## config.mk

```make
export PLATFORM = sky130hd
export DESIGN_NAME = uart_transmitter
export DESIGN_NICKNAME = d
export VERILOG_FILES = /design/src/rtl/uart_pkg.sv /design/src/rtl/uart_baud_tick.sv /design/src/rtl/uart_transmitter.sv
export SDC_FILE = /design/constraint.sdc
export NUM_CORES = 1
export LEC_CHECK = 0
export ABC_AREA = 1
export BUFFER_PORTS_ARGS = -buffer_cell sky130_fd_sc_hd__buf_2
export CAP_MARGIN = 10
export CORE_AREA = 10 10 65 67
export DETAILED_ROUTE_END_ITERATION = 12
export DIE_AREA = 0 0 75 77
export HOLD_SLACK_MARGIN = 0.06
export PLACE_DENSITY = 0.77
export REMOVE_ABC_BUFFERS = 1
export SLEW_MARGIN = 10
export SYNTH_ARGS = -nofsm -noshare
export SYNTH_HDL_FRONTEND = slang
export SYNTH_SLANG_ARGS = --single-unit
```

## constraint.sdc

```tcl
create_clock -name tx_clk -period 1.6 [get_ports tx_clk]
set_input_delay 0.16 -clock tx_clk [delete_from_list [all_inputs] [get_ports tx_clk]]
set_output_delay 0.16 -clock tx_clk [all_outputs]
set_load 0.005 [all_outputs]
```

## src/rtl/uart_pkg.sv

```systemverilog
// Shared UART definitions: FSM state codes, header width and the frame-length
// helper used by both the transmit and receive sides of the link.
package uart_pkg;

  localparam int HDR_BITS = 4;

  typedef logic [2:0] state_t;

  localparam state_t S_IDLE   = 3'd0;
  localparam state_t S_HEADER = 3'd1;
  localparam state_t S_START  = 3'd2;
  localparam state_t S_DATA   = 3'd3;
  localparam state_t S_PARITY = 3'd4;
  localparam state_t S_STOP   = 3'd5;

  // Bits on the line for one frame, excluding the one-time header.
  function automatic int frame_len(input int data_len, input int parity_en);
    return data_len + parity_en + 2;
  endfunction

endpackage

```

## src/rtl/uart_baud_tick.sv

```systemverilog
// Bit-period divider: counts CLKS_PER_BIT cycles while enabled and pulses
// o_tick on the last cycle of each period.
module uart_baud_tick #(
  parameter int CLKS_PER_BIT = 10
) (
  input  logic clk,
  input  logic srst,
  input  logic i_clear,
  input  logic i_en,
  output logic o_tick
);

  localparam int CW = (CLKS_PER_BIT > 1) ? $clog2(CLKS_PER_BIT) : 1;

  logic [CW-1:0] r_cnt;
  logic          w_last;

  assign w_last = (r_cnt == CW'(CLKS_PER_BIT - 1));

  always_ff @(posedge clk) begin
    if (srst || i_clear) begin
      r_cnt <= '0;
    end else if (i_en) begin
      r_cnt <= w_last ? '0 : r_cnt + 1'b1;
    end
  end

  assign o_tick = i_en & w_last;

endmodule

```

## src/rtl/uart_transmitter.sv

```systemverilog
// UART transmitter: serialises one word per frame (start/data/parity/stop),
// preceded by a 4-bit frame-length header on the first frame after reset.
module uart_transmitter
  import uart_pkg::*;
#(
  parameter int DATA_LENGTH  = 8,
  parameter int PARITY_EN    = 1,
  parameter int CLKS_PER_BIT = 10
) (
  input  logic                   tx_clk,
  input  logic                   rst,
  input  logic                   tx_start,
  input  logic [DATA_LENGTH-1:0] parallel_datain,
  input  logic                   parity_type,
  output logic                   tx_ready,
  output logic                   serialdata_out,
  output logic                   tx_done,
  output logic                   baudratetx
);

  localparam int                  FRAME_LEN = frame_len(DATA_LENGTH, PARITY_EN);
  localparam logic [HDR_BITS-1:0] HDR_WORD  = HDR_BITS'(FRAME_LEN);

  state_t                r_state;
  logic                  r_line;
  logic                  r_hdr_pending;
  logic [HDR_BITS-1:0]   r_hdr_shift;
  logic [DATA_LENGTH-1:0] r_data;
  logic                  r_parity_bit;
  logic [3:0]            r_bit_cnt;

  logic w_idle;
  logic w_accept;
  logic w_tick;

  assign w_idle   = (r_state == S_IDLE);
  assign w_accept = w_idle & tx_start;

  // Divider only runs while a frame is in flight, so no ticks appear in IDLE.
  uart_baud_tick #(
    .CLKS_PER_BIT(CLKS_PER_BIT)
  ) u_baud (
    .clk    (tx_clk),
    .srst   (rst),
    .i_clear(w_accept),
    .i_en   (~w_idle),
    .o_tick (w_tick)
  );

  always_ff @(posedge tx_clk) begin
    if (rst) begin
      r_state       <= S_IDLE;
      r_line        <= 1'b1;
      r_hdr_pending <= 1'b1;
      r_hdr_shift   <= '0;
      r_data        <= '0;
      r_parity_bit  <= 1'b0;
      r_bit_cnt     <= '0;
    end else begin
      case (r_state)
        S_IDLE: begin
          if (tx_start) begin
            r_data       <= parallel_datain;
            r_parity_bit <= (^parallel_datain) ^ parity_type;
            r_bit_cnt    <= '0;
            if (r_hdr_pending) begin
              r_state     <= S_HEADER;
              r_line      <= HDR_WORD[HDR_BITS-1];
              r_hdr_shift <= HDR_WORD << 1;
            end else begin
              r_state <= S_START;
              r_line  <= 1'b0;
            end
          end
        end
        S_HEADER: begin
          if (w_tick) begin
            if (r_bit_cnt == 4'(HDR_BITS - 1)) begin
              r_state       <= S_START;
              r_line        <= 1'b0;
              r_bit_cnt     <= '0;
              r_hdr_pending <= 1'b0;
            end else begin
              r_line      <= r_hdr_shift[HDR_BITS-1];
              r_hdr_shift <= r_hdr_shift << 1;
              r_bit_cnt   <= r_bit_cnt + 1'b1;
            end
          end
        end
        S_START: begin
          if (w_tick) begin
            r_state   <= S_DATA;
            r_line    <= r_data[0];
            r_data    <= r_data >> 1;
            r_bit_cnt <= '0;
          end
        end
        S_DATA: begin
          if (w_tick) begin
            if (r_bit_cnt == 4'(DATA_LENGTH - 1)) begin
              r_bit_cnt <= '0;
              if (PARITY_EN != 0) begin
                r_state <= S_PARITY;
                r_line  <= r_parity_bit;
              end else begin
                r_state <= S_STOP;
                r_line  <= 1'b1;
              end
            end else begin
              r_line    <= r_data[0];
              r_data    <= r_data >> 1;
              r_bit_cnt <= r_bit_cnt + 1'b1;
            end
          end
        end
        S_PARITY: begin
          if (w_tick) begin
            r_state <= S_STOP;
            r_line  <= 1'b1;
          end
        end
        S_STOP: begin
          // Line is already high; the next IDLE cycle shows it as the gap bit.
          if (w_tick) begin
            r_state <= S_IDLE;
          end
        end
        default: begin
          r_state <= S_IDLE;
          r_line  <= 1'b1;
        end
      endcase
    end
  end

  assign serialdata_out = r_line;
  assign tx_ready       = w_idle;
  assign tx_done        = w_idle;
  assign baudratetx     = w_tick;

endmodule

```

* Word level (Yosys, flattened, before mapping)
Index checks and enable logic that the tools add are counted.
Storage, ports and cells: flip-flop bits (word level) 26, output and inout bits 4
Cells by class: add/subtract/negate cells 2, eq/ne operators 19, multiplexer cells 37, bitwise logic cells 5, reductions and logical operators 13
Operators by type and width (count):
- 4-bit two-way mux | 11
- 8-bit two-way mux | 4
- 3-bit two-way mux | 8
- 8-bit case mux with 3 select lines | 1
- 2-bit != test, second input constant | 11
- 3-bit case mux with 6 select lines | 1
- 4-bit case mux with 4 select lines | 1
- 5-bit AND reduction | 3
- 4-bit by 1-bit adder with 4-bit output, second input constant | 2
- 1-bit two-way mux | 8
- 4-bit case mux with 2 select lines | 1
- 8-bit AND reduction | 1
- 8-bit parity | 1
- 3-bit by 2-bit == test with 1-bit output, second input constant | 2
- 3-bit == test, second input constant | 2
- 1-bit case mux with 6 select lines | 1
- 6-bit AND reduction | 1
- 4-bit by 2-bit == test with 1-bit output, second input constant | 1
- 4-bit by 3-bit == test with 1-bit output, second input constant | 1
- 4-bit == test, second input constant | 1
- 4-bit nonzero test | 1
- 3-bit by 1-bit == test with 1-bit output, second input constant | 1
- 3-bit logical NOT | 1
- 3-bit AND reduction | 1
- 8 further kinds | 10

* Depth between registers and ports, before layout
Gate-level depths: netlist (run 1).
depth after elaboration 5, gate-level depth with buffers 11

* Hierarchy
A second synthesis (run 1) with hierarchy kept.
Unflattened totals: cells, all modules 245, area total of the unflattened synthesis 1595.3 um^2
Modules (own cells, without submodules):
- uart_transmitter | times used 1, cells an instance 216, area each 1400.1 um^2, seq. area each 420.4 um^2
- uart_baud_tick | times used 1, cells an instance 29, area each 195.2 um^2, seq. area each 80.1 um^2

* Worst setup path after synthesis (run 1)
No wires, ideal clock.
path type reg-to-reg, start register r_bit_cnt[0], end register r_state[0], setup time 0.064 ns, data arrival time 1.372 ns, setup slack 0.164 ns, cell stages (with the launch flop) 12, period minus slack after synthesis 1.436 ns, cells stage by stage dfxtp_1 -> ha_1 -> nand2_1 -> nor2_1 -> inv_1 -> nand2_1 -> nand2_2 -> nor2_4 -> nand2_2 -> inv_1 -> nor2_1 -> nor2_1
On the way: word-level cells in the longest chain between the ends 3, elaborated cells between the ends (all ways) 5, classes of those cells 4 x eq/ne; 1 x reduce/logical
RTL lines:
- start, declared | RTL line uart_transmitter.sv:30 | logic [3:0] r_bit_cnt;
- start signal, assigned | RTL line uart_transmitter.sv:86 | r_bit_cnt <= r_bit_cnt + 1'b1;
- start signal, assigned | RTL line uart_transmitter.sv:112 | r_bit_cnt <= r_bit_cnt + 1'b1;
- 4-bit by 3-bit == test with 1-bit output / 4-bit by 2-bit == test with 1-bit output (equally long branches) | RTL line uart_transmitter.sv:100, uart_transmitter.sv:78
- 2-bit != test (no line)
- 8-bit AND reduction (no line) *
- end signal, assigned | RTL line uart_transmitter.sv:103 | r_state <= S_PARITY;
- end signal, assigned | RTL line uart_transmitter.sv:106 | r_state <= S_STOP;
- end signal, assigned | RTL line uart_transmitter.sv:118 | r_state <= S_STOP;
- end, declared | RTL line uart_transmitter.sv:24 | state_t r_state;
Mark *: on every way between the ends. The rest lies on a longest branch, timed or not. A chain may end at the register's enable or synchronous reset.

* Worst setup path in the final report (run 1)
start register r_bit_cnt[1], end register r_data[7]
On the way: word-level cells in the longest chain between the ends 3
RTL lines:
- 4-bit by 3-bit == test with 1-bit output | RTL line uart_transmitter.sv:100 | if (r_bit_cnt == 4'(DATA_LENGTH - 1)) begin
- 2-bit != test (no line)
- 5-bit AND reduction (no line)
- end signal, assigned | RTL line uart_transmitter.sv:63 | r_data <= parallel_datain;
- end signal, assigned | RTL line uart_transmitter.sv:94 | r_data <= r_data >> 1;
- end signal, assigned | RTL line uart_transmitter.sv:111 | r_data <= r_data >> 1;
- end, declared | RTL line uart_transmitter.sv:28 | logic [DATA_LENGTH-1:0] r_data;
No other way between the ends.

==> flow_metrics.env, run 1 <==
export IMPL_ios=16
export IMPL_period_share_pct=94.0
export IMPL_worstSkewPairLatency_ns=0.32
export IMPL_path_max_fanout=9
export IMPL_setup_violations=0
export IMPL_final_hold_viol_count=0
export IMPL_ys_seq_elements=25
export IMPL_grt_max_degree=19
export IMPL_cts_buffers=3
export IMPL_clk_path_buf_depth=2
export IMPL_status="finished clean"
export IMPL_cts_tree="built"
export IMPL_clock_power_share_pct=10.0
export IMPL_finalWirelength_microns=3750
export IMPL_ir_drop_mv=0.800
export IMPL_power_mw=2.90
export IMPL_leakage_nw=0.925
export IMPL_min_to="r_data[7]"
export IMPL_antenna_cells=0
export IMPL_wl_per_cell_microns=11.6
export IMPL_coreArea_sq_um=2980
export IMPL_htree_levels=1
export IMPL_switching_share_pct=48.3
export IMPL_synth_seq_area_share_pct=29.6
export IMPL_grt_pass1_wl_microns=6690
export IMPL_critical_path_class="flip-flop to flip-flop"
export IMPL_worstPathArrival_ns=1.74
export IMPL_cts_root_buf="clkbuf_4"
export IMPL_grt_remaining_overflow=0
export IMPL_cp_required_ns=1.83
export IMPL_die_x_microns=75
export IMPL_p_comb_share_pct=57.0
export IMPL_grt_pass1_vias=1567
export IMPL_maxSlewHeadroom_pct=77.1
export IMPL_drv_slew=0
export IMPL_detail_route_iter0_violations=117
export IMPL_p_seq_share_pct=33.1
export IMPL_finalCriticalPeriod_ns=1.50
export IMPL_die_y_microns=77
export IMPL_drc=0
export IMPL_yosysUniqueCellTypes=31
export IMPL_nets=305
export IMPL_setup_tns_ns=0
export IMPL_rsz0062_at_grt="true"
export IMPL_crit_start="r_bit_cnt[1]"
export IMPL_dp_hpwl_microns=2890
export IMPL_die_area_sq_um=5780
export IMPL_globalplace_congestion=0.899
export IMPL_holdPathStages=5
export IMPL_reg2regPathDepth=10
export IMPL_cap_violations=0
export IMPL_cts_clk_slew_worst_paths_ns=0.14
export IMPL_ys_warn_count=0
export IMPL_dr_pass1_iters=6
export IMPL_finClkSkew_ns=0.00239
export IMPL_layout_drive_gt1_share_pct=21.3
export IMPL_max_slew_worst_pin_slew_ns=0.339
export IMPL_syn2layout_area_growth_pct=10.7
export IMPL_r2r_end="r_data[7]"
export IMPL_layout_common_cells="nand2_1 (84), nor2_1 (36), inv_1 (26)"
export IMPL_r2r_start="r_bit_cnt[1]"
export IMPL_rows=20
export IMPL_avgSynthCellArea_sq_um=6.28
export IMPL_synthCells=269
export IMPL_start_util_pct=56.8
export IMPL_avgViaCountPerCell=5.19
export IMPL_p_sw_mw=1.40
export IMPL_vias=1680
export IMPL_clock_fmax_ghz=0.665
export IMPL_grt_total_usage_pct=13.9
export IMPL_antenna_found_initial=0
export IMPL_crit_path_start_kind="flip-flop"
export IMPL_syn_area_sq_um=1690
export IMPL_antenna_left=0
export IMPL_min_path_type="input port to flip-flop"
export IMPL_holdCritStartpoint="parallel_datain[7]"
export IMPL_cts_sink_count=25
export IMPL_port_buffers=15
export IMPL_hold_slack_ns=0.179
export IMPL_r2r_slack_ns=0.1
export IMPL_end_kind="flip-flop"
export IMPL_final_common_cell="nand2_1"
export IMPL_power_density_nw_per_um2=1550
export IMPL_internal_power_mw=1.50
==> cell type report <==
cell class                 instances  area (sq um)
timing repair buffer              22           130
clock buffer                       4          26.3
multi-input combinational        207          1030
inverter                          33           130
fill                             283          1110
tap                               33          41.3
sequential                        25           509
==> cells in the mapped netlist (all sizes together) <==
cell    number  area share (%)
a21oi        8             2.4
buf          4             2.1
clkinv       1            0.30
dfxtp       25              30
ha           1            0.74
inv         32             7.4
nand2       96              25
nand3       18             6.4
nand3b       3             1.3
nand4        4             1.5
nor2        46              13
nor3        10             3.0
nor4         1            0.37
o21a         1            0.44
o21ai       16             4.7
o31ai        1            0.44
xnor2        1            0.52
xor2         1            0.52
==> per-stage QoR <==
stage                     setup slack (ns)  cells  util, %  area [sq um]
after floorplan                      0.151    265        -          1660
after global placement              0.0560    317     60.5          1800
after detailed placement            0.0693    317     60.5          1800
after CTS                           0.0485    324     62.3          1850
after global routing               0.00156    324     62.8          1870
final                               0.0965    324     62.8          1870
==> per-layer routing <==
layer | vias to the layer above | track usage [%] | part of all wire, %
met2 | 33 | 22.4 | 48
met1 | 747 | 17.5 | 47
li1 | 893 | - | -
met3 | 7 | 2.83 | 2.8
met4 | 0 | 4.55 | 1.6
met5 | - | 0 | 0
==> power groups by stage <==
| stage | clock network, mW | logic [mW] | registers (mW) |
|---|---|---|---|
| CTS | 0.298 | 1.63 | 0.942 |
| floorplan | 0 | 1.28 | 0.928 |
| global placement | 0 | 1.61 | 0.952 |
| finish | 0.289 | 1.65 | 0.958 |
| detailed placement | 0 | 1.62 | 0.953 |
| global route | 0.328 | 1.86 | 0.983 |
==> what timing repair did <==
action / CTS / global route
setup buffers: 2 / 0
pin swaps: 1 / 0
resized for setup: 1 / 8
endpoints found under the hold margin: 2 / 0
cloned: 0 / 0
setup endpoints to repair: 1 / 17
hold buffers: 1 / 0
==> sequential cells by signal (all words and copies together) (netlist names) <==
name,flops
r_hdr_pending,1
r_parity_bit,1
r_state,3
serialdata_out,1
r_data,8
r_bit_cnt,4
r_hdr_shift,3
u_baud.r_cnt,4
==> worst max-delay path by stage <==
stage | endpoint | cells past startpoint
detailed placement | r_data[7] | 9
finish | r_data[7] | 10
CTS | r_data[7] | 10
global placement | r_data[7] | 9
floorplan | r_state[0] | 11
global route | r_data[4] | 9
==> critical path: stages (launching register included) <==
cell and delay, ns:
dfxtp_2 0.36, ha_2 0.19, nand2_1 0.10, nor2_1 0.06, buf_4 0.14, nand2_2 0.08, nand3_4 0.14, nor2_8 0.19
nand2_1 0.06, nand2_1 0.06, nor2_1 0.04
==> logic make-up after synthesis <==
family / synth area share, %
buffers and inverters: 9.77
xor gates and xnor gates: 1.04
DFF: 29.6
and+or+nand+nor: 50.9
adders and majority gates: 0.740
AOI/OAI and AO/OA: 7.99
Note: power is estimated with default switching activity, not from simulation.
==> inputs of run 2 (changes only) <==
Settings changed: CTS_BUF_LIST from default to sky130_fd_sc_hd__clkbuf_16.
==> run 2 against run 1 <==
  * Count of clock-buffer cells in the layout shrank 1
  * Sequential share of layout area shrank 0.64 points
  * Register-to-register slack is essentially flat
  * Sequential power shrank 0.5%
  * Clock power grew 92%
  * Clock skew is essentially flat
  * Routed wire length grew 0.77%
  * Utilization grew 0.88 points
  * Via count shrank 1.0%
  * Cell area grew 1.4%
  * Critical endpoint unchanged
  * Largest cell class unchanged
  * Highest routed layer unchanged
==> flow_metrics.env, run 2 (synthesized netlist as in run 1, its figures left out) <==
export IMPL_r2r_slack_ns=0.09
export IMPL_ir_drop_mv=0.876
export IMPL_seq_area_sq_um=504
export IMPL_leakage_nw=0.943
export IMPL_fillers=280
export IMPL_postLayoutSetupSlackWorst_ns=0.0864
export IMPL_cts_sink_count=25
export IMPL_die_y_microns=77
export IMPL_worstPathArrival_ns=1.67
export IMPL_end_kind="flip-flop"
export IMPL_syn2layout_area_growth_pct=12.2
export IMPL_top_register="r_data"
export IMPL_grt_use_met2_pct=22.1
export IMPL_die_area_sq_um=5780
export IMPL_cts_clk_slew_worst_paths_ns=0.06
export IMPL_power_density_nw_per_um2=1660
export IMPL_antenna_cells=0
export IMPL_worstSkewPairLatency_ns=0.26
export IMPL_largest_reg_flops=8
export IMPL_layout_common_cells="nand2_1 (84), nor2_1 (36), inv_1 (27)"
export IMPL_max_slew_worst_pin_slew_ns=0.334
export IMPL_die_x_microns=75
export IMPL_final_common_cell="nand2_1"
export IMPL_cts_root_buf="clkbuf_16"
export IMPL_finClkSkew_ns=0.00264
export IMPL_min_path_type="input port to flip-flop"
export IMPL_drc=0
export IMPL_grt_remaining_overflow=0
export IMPL_cap_violations=0
export IMPL_crit_start="r_bit_cnt[0]"
export IMPL_holdPathStages=2
export IMPL_finalCriticalPeriod_ns=1.51
export IMPL_avgViaCountPerCell=5.16
export IMPL_place_ws_ns=0.0693
export IMPL_setup_tns_ns=0
export IMPL_nets=303
export IMPL_grt_total_usage_pct=13.9
export IMPL_rows=20
export IMPL_multi_input_comb_area_sq_um=1030
export IMPL_detail_route_iter0_violations=127
export IMPL_antenna_left=0
export IMPL_met1_usage_pct=17.7
export IMPL_rsz0062_at_grt="false"
export IMPL_grt_pass1_vias=1538
export IMPL_setup_violations=0
export IMPL_layout_drive_gt1_share_pct=20.1
export IMPL_r2r_end="r_data[7]"
export IMPL_dr_pass1_iters=4
export IMPL_crit_path_start_kind="flip-flop"
export IMPL_reg2regPathDepth=10
export IMPL_maxSlewHeadroom_pct=77.5
export IMPL_hold_slack_ns=0.125
export IMPL_ios=16
export IMPL_port_buffers=15
export IMPL_final_hold_viol_count=0
export IMPL_r2r_start="r_bit_cnt[0]"
export IMPL_placed_cell_area_sq_um=1800
export IMPL_finalWirelength_microns=3780
export IMPL_start_util_pct=56.8
export IMPL_grt_met3_usage_pct=2.57
export IMPL_grt_max_degree=19
export IMPL_cp_required_ns=1.76
export IMPL_wl_per_cell_microns=11.7
export IMPL_antenna_found_initial=0
export IMPL_path_max_fanout=9
export IMPL_coreArea_sq_um=2980
export IMPL_globalplace_congestion=0.899
export IMPL_critical_path_class="flip-flop to flip-flop"
export IMPL_fin_area_sq_um=1900
export IMPL_drv_slew=0
export IMPL_vias=1663
export IMPL_dp_hpwl_microns=2890
export IMPL_crit_end="r_data[7]"
export IMPL_clock_fmax_ghz=0.661
export IMPL_grt_pass1_wl_microns=6670
export IMPL_cts_buffers=3
export IMPL_clk_path_buf_depth=2
export IMPL_htree_levels=1
export IMPL_status="finished clean"
export IMPL_reg_top3="r_data x8, r_bit_cnt x4, u_baud.r_cnt x4"
export IMPL_cts_tree="built"
export IMPL_busiest_layer="met2"
export IMPL_period_share_pct=94.6
## run 2: worst min path at each step
stage	from	to	slack [ns]
2_1_floorplan	rst	r_bit_cnt[3]	0.23
3_3_place_gp	rst	r_bit_cnt[3]	0.38
3_5_place_dp	rst	r_hdr_shift[3]	0.39
4_1_cts	rst	r_bit_cnt[3]	0.12
5_1_grt	rst	r_bit_cnt[3]	0.13
6_report	rst	r_bit_cnt[3]	0.12
## run 2: metrics by stage
stage / instances / total power [mW] / util (%)
finish: 322 / 3.15 / 63.7
global route: 322 / 3.43 / 63.7
CTS: 321 / 3.13 / 63.2
detailed placement: 317 / 2.57 / 60.5
global placement: 317 / 2.57 / 60.5
floorplan: 265 / 2.21 / -
## run 2: critical path, cell delays in order (launching register included)
cell	delay, ns
dfxtp_1	0.32
ha_2	0.20
nand2_1	0.10
nor2_1	0.06
buf_4	0.14
nand2_2	0.08
nand3_4	0.15
nor2_8	0.19
nand2_1	0.07
nand2_1	0.06
nor2_1	0.04
## run 2: where the power goes
part	leakage (nW)	switching, mW	internal (mW)	total [mW]
Combinational	0.693	1.05	0.589	1.64
Clock	0.0423	0.220	0.334	0.554
Sequential	0.207	0.152	0.802	0.953
## run 2: metal layers
layer  routed length (microns)  share of wire, %
met3                        96               2.5
met5                         0                 0
met1                      1820                48
met2                      1790                47
met4                        73               1.9
## run 2: layout make-up
class                      instances  area share [%]
multi-input combinational        207            54.3
clock inverter                     1           0.198
inverter                          33            6.86
clock buffer                       3            3.96
timing repair buffer              20            5.94
sequential                        25            26.6
tap                               33            2.18
## run 2: timing repair
item	CTS	global route
setup endpoints to repair	0	19
hold endpoints to repair	0	0
setup buffers	0	1
gates resized for setup	0	5
hold buffers	0	0
==> inputs of run 3 (changes only) <==
Settings changed: CORE_AREA 10 10 65 67 to 2 2 57 59, DIE_AREA 0 0 75 77 to 0 0 59 61.
==> run 3 against run 2 <==
  * Worst setup slack improved by 0.0050 ns
  * Routed wire length shrank 5.3%
  * Largest power group unchanged
  * Utilization increased by 2.0 points
  * Clock power increased by 1%
  * Total power increased by 2.2%
  * Flip-flop and latch count did not move
==> flow_metrics.env, run 3 (synthesized netlist as in run 1, its figures left out) <==
export IMPL_status="finished clean"
export IMPL_path_max_fanout=8
export IMPL_seq_area_sq_um=502
export IMPL_fillers=266
export IMPL_die_x_microns=59
export IMPL_leakage_nw=0.967
export IMPL_cp_cell_sequence="nand2_4 -> nor2_2 -> nand2_1 -> nand2_2 -> nor2_4 -> nand2_2 -> inv_1 -> nor2_1 -> nor2_1"
export IMPL_largest_reg_flops=8
export IMPL_dr_pass1_iters=4
export IMPL_die_y_microns=61
export IMPL_cts_clk_slew_worst_paths_ns=0.06
export IMPL_avgViaCountPerCell=4.98
export IMPL_final_common_cell="nand2_1"
export IMPL_period_share_pct=94.3
export IMPL_postLayoutSetupSlackWorst_ns=0.0914
export IMPL_ir_drop_mv=0.694
export IMPL_reg_top3="r_data x8, r_bit_cnt x4, u_baud.r_cnt x4"
export IMPL_ios=16
export IMPL_wl_per_cell_microns=10.9
export IMPL_crit_family="simple AND/OR/NAND/NOR gates"
export IMPL_grt_pass1_wl_microns=6020
export IMPL_layout_drive_gt1_share_pct=21.8
export IMPL_cts_tree="built"
export IMPL_fin_area_sq_um=1940
export IMPL_vias=1630
export IMPL_crit_path_start_kind="flip-flop"
export IMPL_r2r_start="r_state[0]"
export IMPL_port_buffers=15
export IMPL_power_mw=3.21
export IMPL_cap_violations=0
export IMPL_grt_total_usage_pct=21.9
export IMPL_clock_fmax_ghz=0.663
export IMPL_cts_buffers=3
export IMPL_maxSlewHeadroom_pct=75.1
export IMPL_min_path_type="input port to flip-flop"
export IMPL_end_kind="flip-flop"
export IMPL_placed_cell_area_sq_um=1840
export IMPL_cp_required_ns=1.75
export IMPL_worstSkewPairLatency_ns=0.26
export IMPL_holdCritStartpoint="rst"
export IMPL_dp_hpwl_microns=2770
export IMPL_drc=0
export IMPL_switching_share_pct=44.7
export IMPL_layout_common_cells="nand2_1 (84), nor2_1 (36), inv_1 (26)"
export IMPL_multi_input_comb_area_sq_um=1040
export IMPL_reg2regPathDepth=9
export IMPL_min_to="r_hdr_shift[3]"
export IMPL_grt_remaining_overflow=0
export IMPL_coreArea_sq_um=2950
export IMPL_grt_pass1_vias=1419
export IMPL_p_comb_share_pct=53.4
export IMPL_globalplace_congestion=0.890
export IMPL_nets=308
export IMPL_r2r_end="r_state[0]"
export IMPL_hold_buffers=0
export IMPL_clock_power_share_pct=17.5
export IMPL_die_area_sq_um=3600
export IMPL_htree_levels=1
export IMPL_drv_slew=0
export IMPL_antenna_found_initial=0
export IMPL_detail_route_iter0_violations=53
export IMPL_setup_violations=0
export IMPL_top_register="r_data"
export IMPL_start_util_pct=57.2
export IMPL_crit_slowest_cell="dfxtp_1"
export IMPL_critical_path_class="flip-flop to flip-flop"
export IMPL_finalCriticalPeriod_ns=1.51
export IMPL_cts_root_buf="clkbuf_16"
export IMPL_critPathMaxStageDelay_ns=0.54
export IMPL_finalWirelength_microns=3580
export IMPL_antenna_left=0
export IMPL_finClkSkew_ns=0.00456
export IMPL_place_ws_ns=0.125
export IMPL_crit_buf_inv=1
export IMPL_cts_sink_count=25
export IMPL_grt_max_degree=15
export IMPL_clk_path_buf_depth=2
export IMPL_max_slew_worst_pin_slew_ns=0.373
export IMPL_power_density_nw_per_um2=1660
export IMPL_final_hold_viol_count=0
export IMPL_worstPathArrival_ns=1.66
export IMPL_syn2layout_area_growth_pct=14.8
export IMPL_antenna_cells=0
export IMPL_p_sw_mw=1.44
export IMPL_rows=20
export IMPL_p_seq_share_pct=29.1
export IMPL_holdPathStages=2
export IMPL_r2r_slack_ns=0.09
export IMPL_internal_power_mw=1.78
==> run 3: cell count changes in the layout (fill, tap and decap cells not counted), sizes merged <==
cell,delta
buf,+5
clkinv,+1
inv,-1
==> run 3: worst max path at each step <==
| stage | slack [ns] | cells past startpoint | to | from |
|---|---|---|---|---|
| floorplan | 0.15 | 11 | r_state[0] | r_bit_cnt[0] |
| CTS | 0.08 | 4 | baudratetx | u_baud.r_cnt[1] |
| detailed placement | 0.13 | 10 | r_data[7] | r_bit_cnt[1] |
| global placement | 0.15 | 10 | r_data[7] | r_bit_cnt[1] |
| global route | -0.002 | 9 | serialdata_out | r_bit_cnt[0] |
| finish | 0.09 | 9 | r_state[0] | r_state[0] |
==> run 3: timing repair <==
| action | CTS | global route |
|---|---|---|
| endpoints found under the setup margin | 0 | 20 |
| resized for setup | 0 | 5 |
| setup buffers | 0 | 1 |
==> run 3: power groups by stage <==
| stage | sequential [mW] | combinational (mW) | clock, mW |
|---|---|---|---|
| 2_1_floorplan | 0.928 | 1.28 | 0 |
| 3_3_place_gp | 0.937 | 1.68 | 0 |
| 3_5_place_dp | 0.939 | 1.69 | 0 |
| 4_1_cts | 0.931 | 1.70 | 0.576 |
| 5_1_grt | 0.951 | 1.93 | 0.590 |
| 6_report | 0.936 | 1.72 | 0.562 |
==> run 3: routing by layer <==
metal	track usage (%)	wire, microns	vias to the layer above
met5	0	0	-
met4	9.42	65	0
met3	1.92	89	6
met2	37.5	1670	26
met1	28.2	1750	701
li1	-	-	897
==> run 3: worst register-to-register path, delay by kind of cell (launching register included) <==
family        cells  cell delay (ns)
buf+inv           1             0.05
flops             1             0.54
simple gates      8             0.81
==> run 3: area by class of cell <==
class / count / share of cell area [%]
sequential: 25 / 25.9
inverter: 33 / 6.71
clock inverter: 1 / 0.258
multi-input combinational: 207 / 53.4
tap: 33 / 2.13
timing repair buffer: 25 / 7.74
clock buffer: 3 / 3.87
==> run 3: through the flow <==
stage	setup TNS, ns	hold slack, ns	utilization, %	instances
final	0	0.119	65.7	327
after global routing	-0.00185	0.126	65.7	327
after CTS	0	0.118	65.0	326
after detailed placement	0	0.388	62.3	322
after global placement	0	0.388	62.3	322
after floorplan	0	0.229	-	265
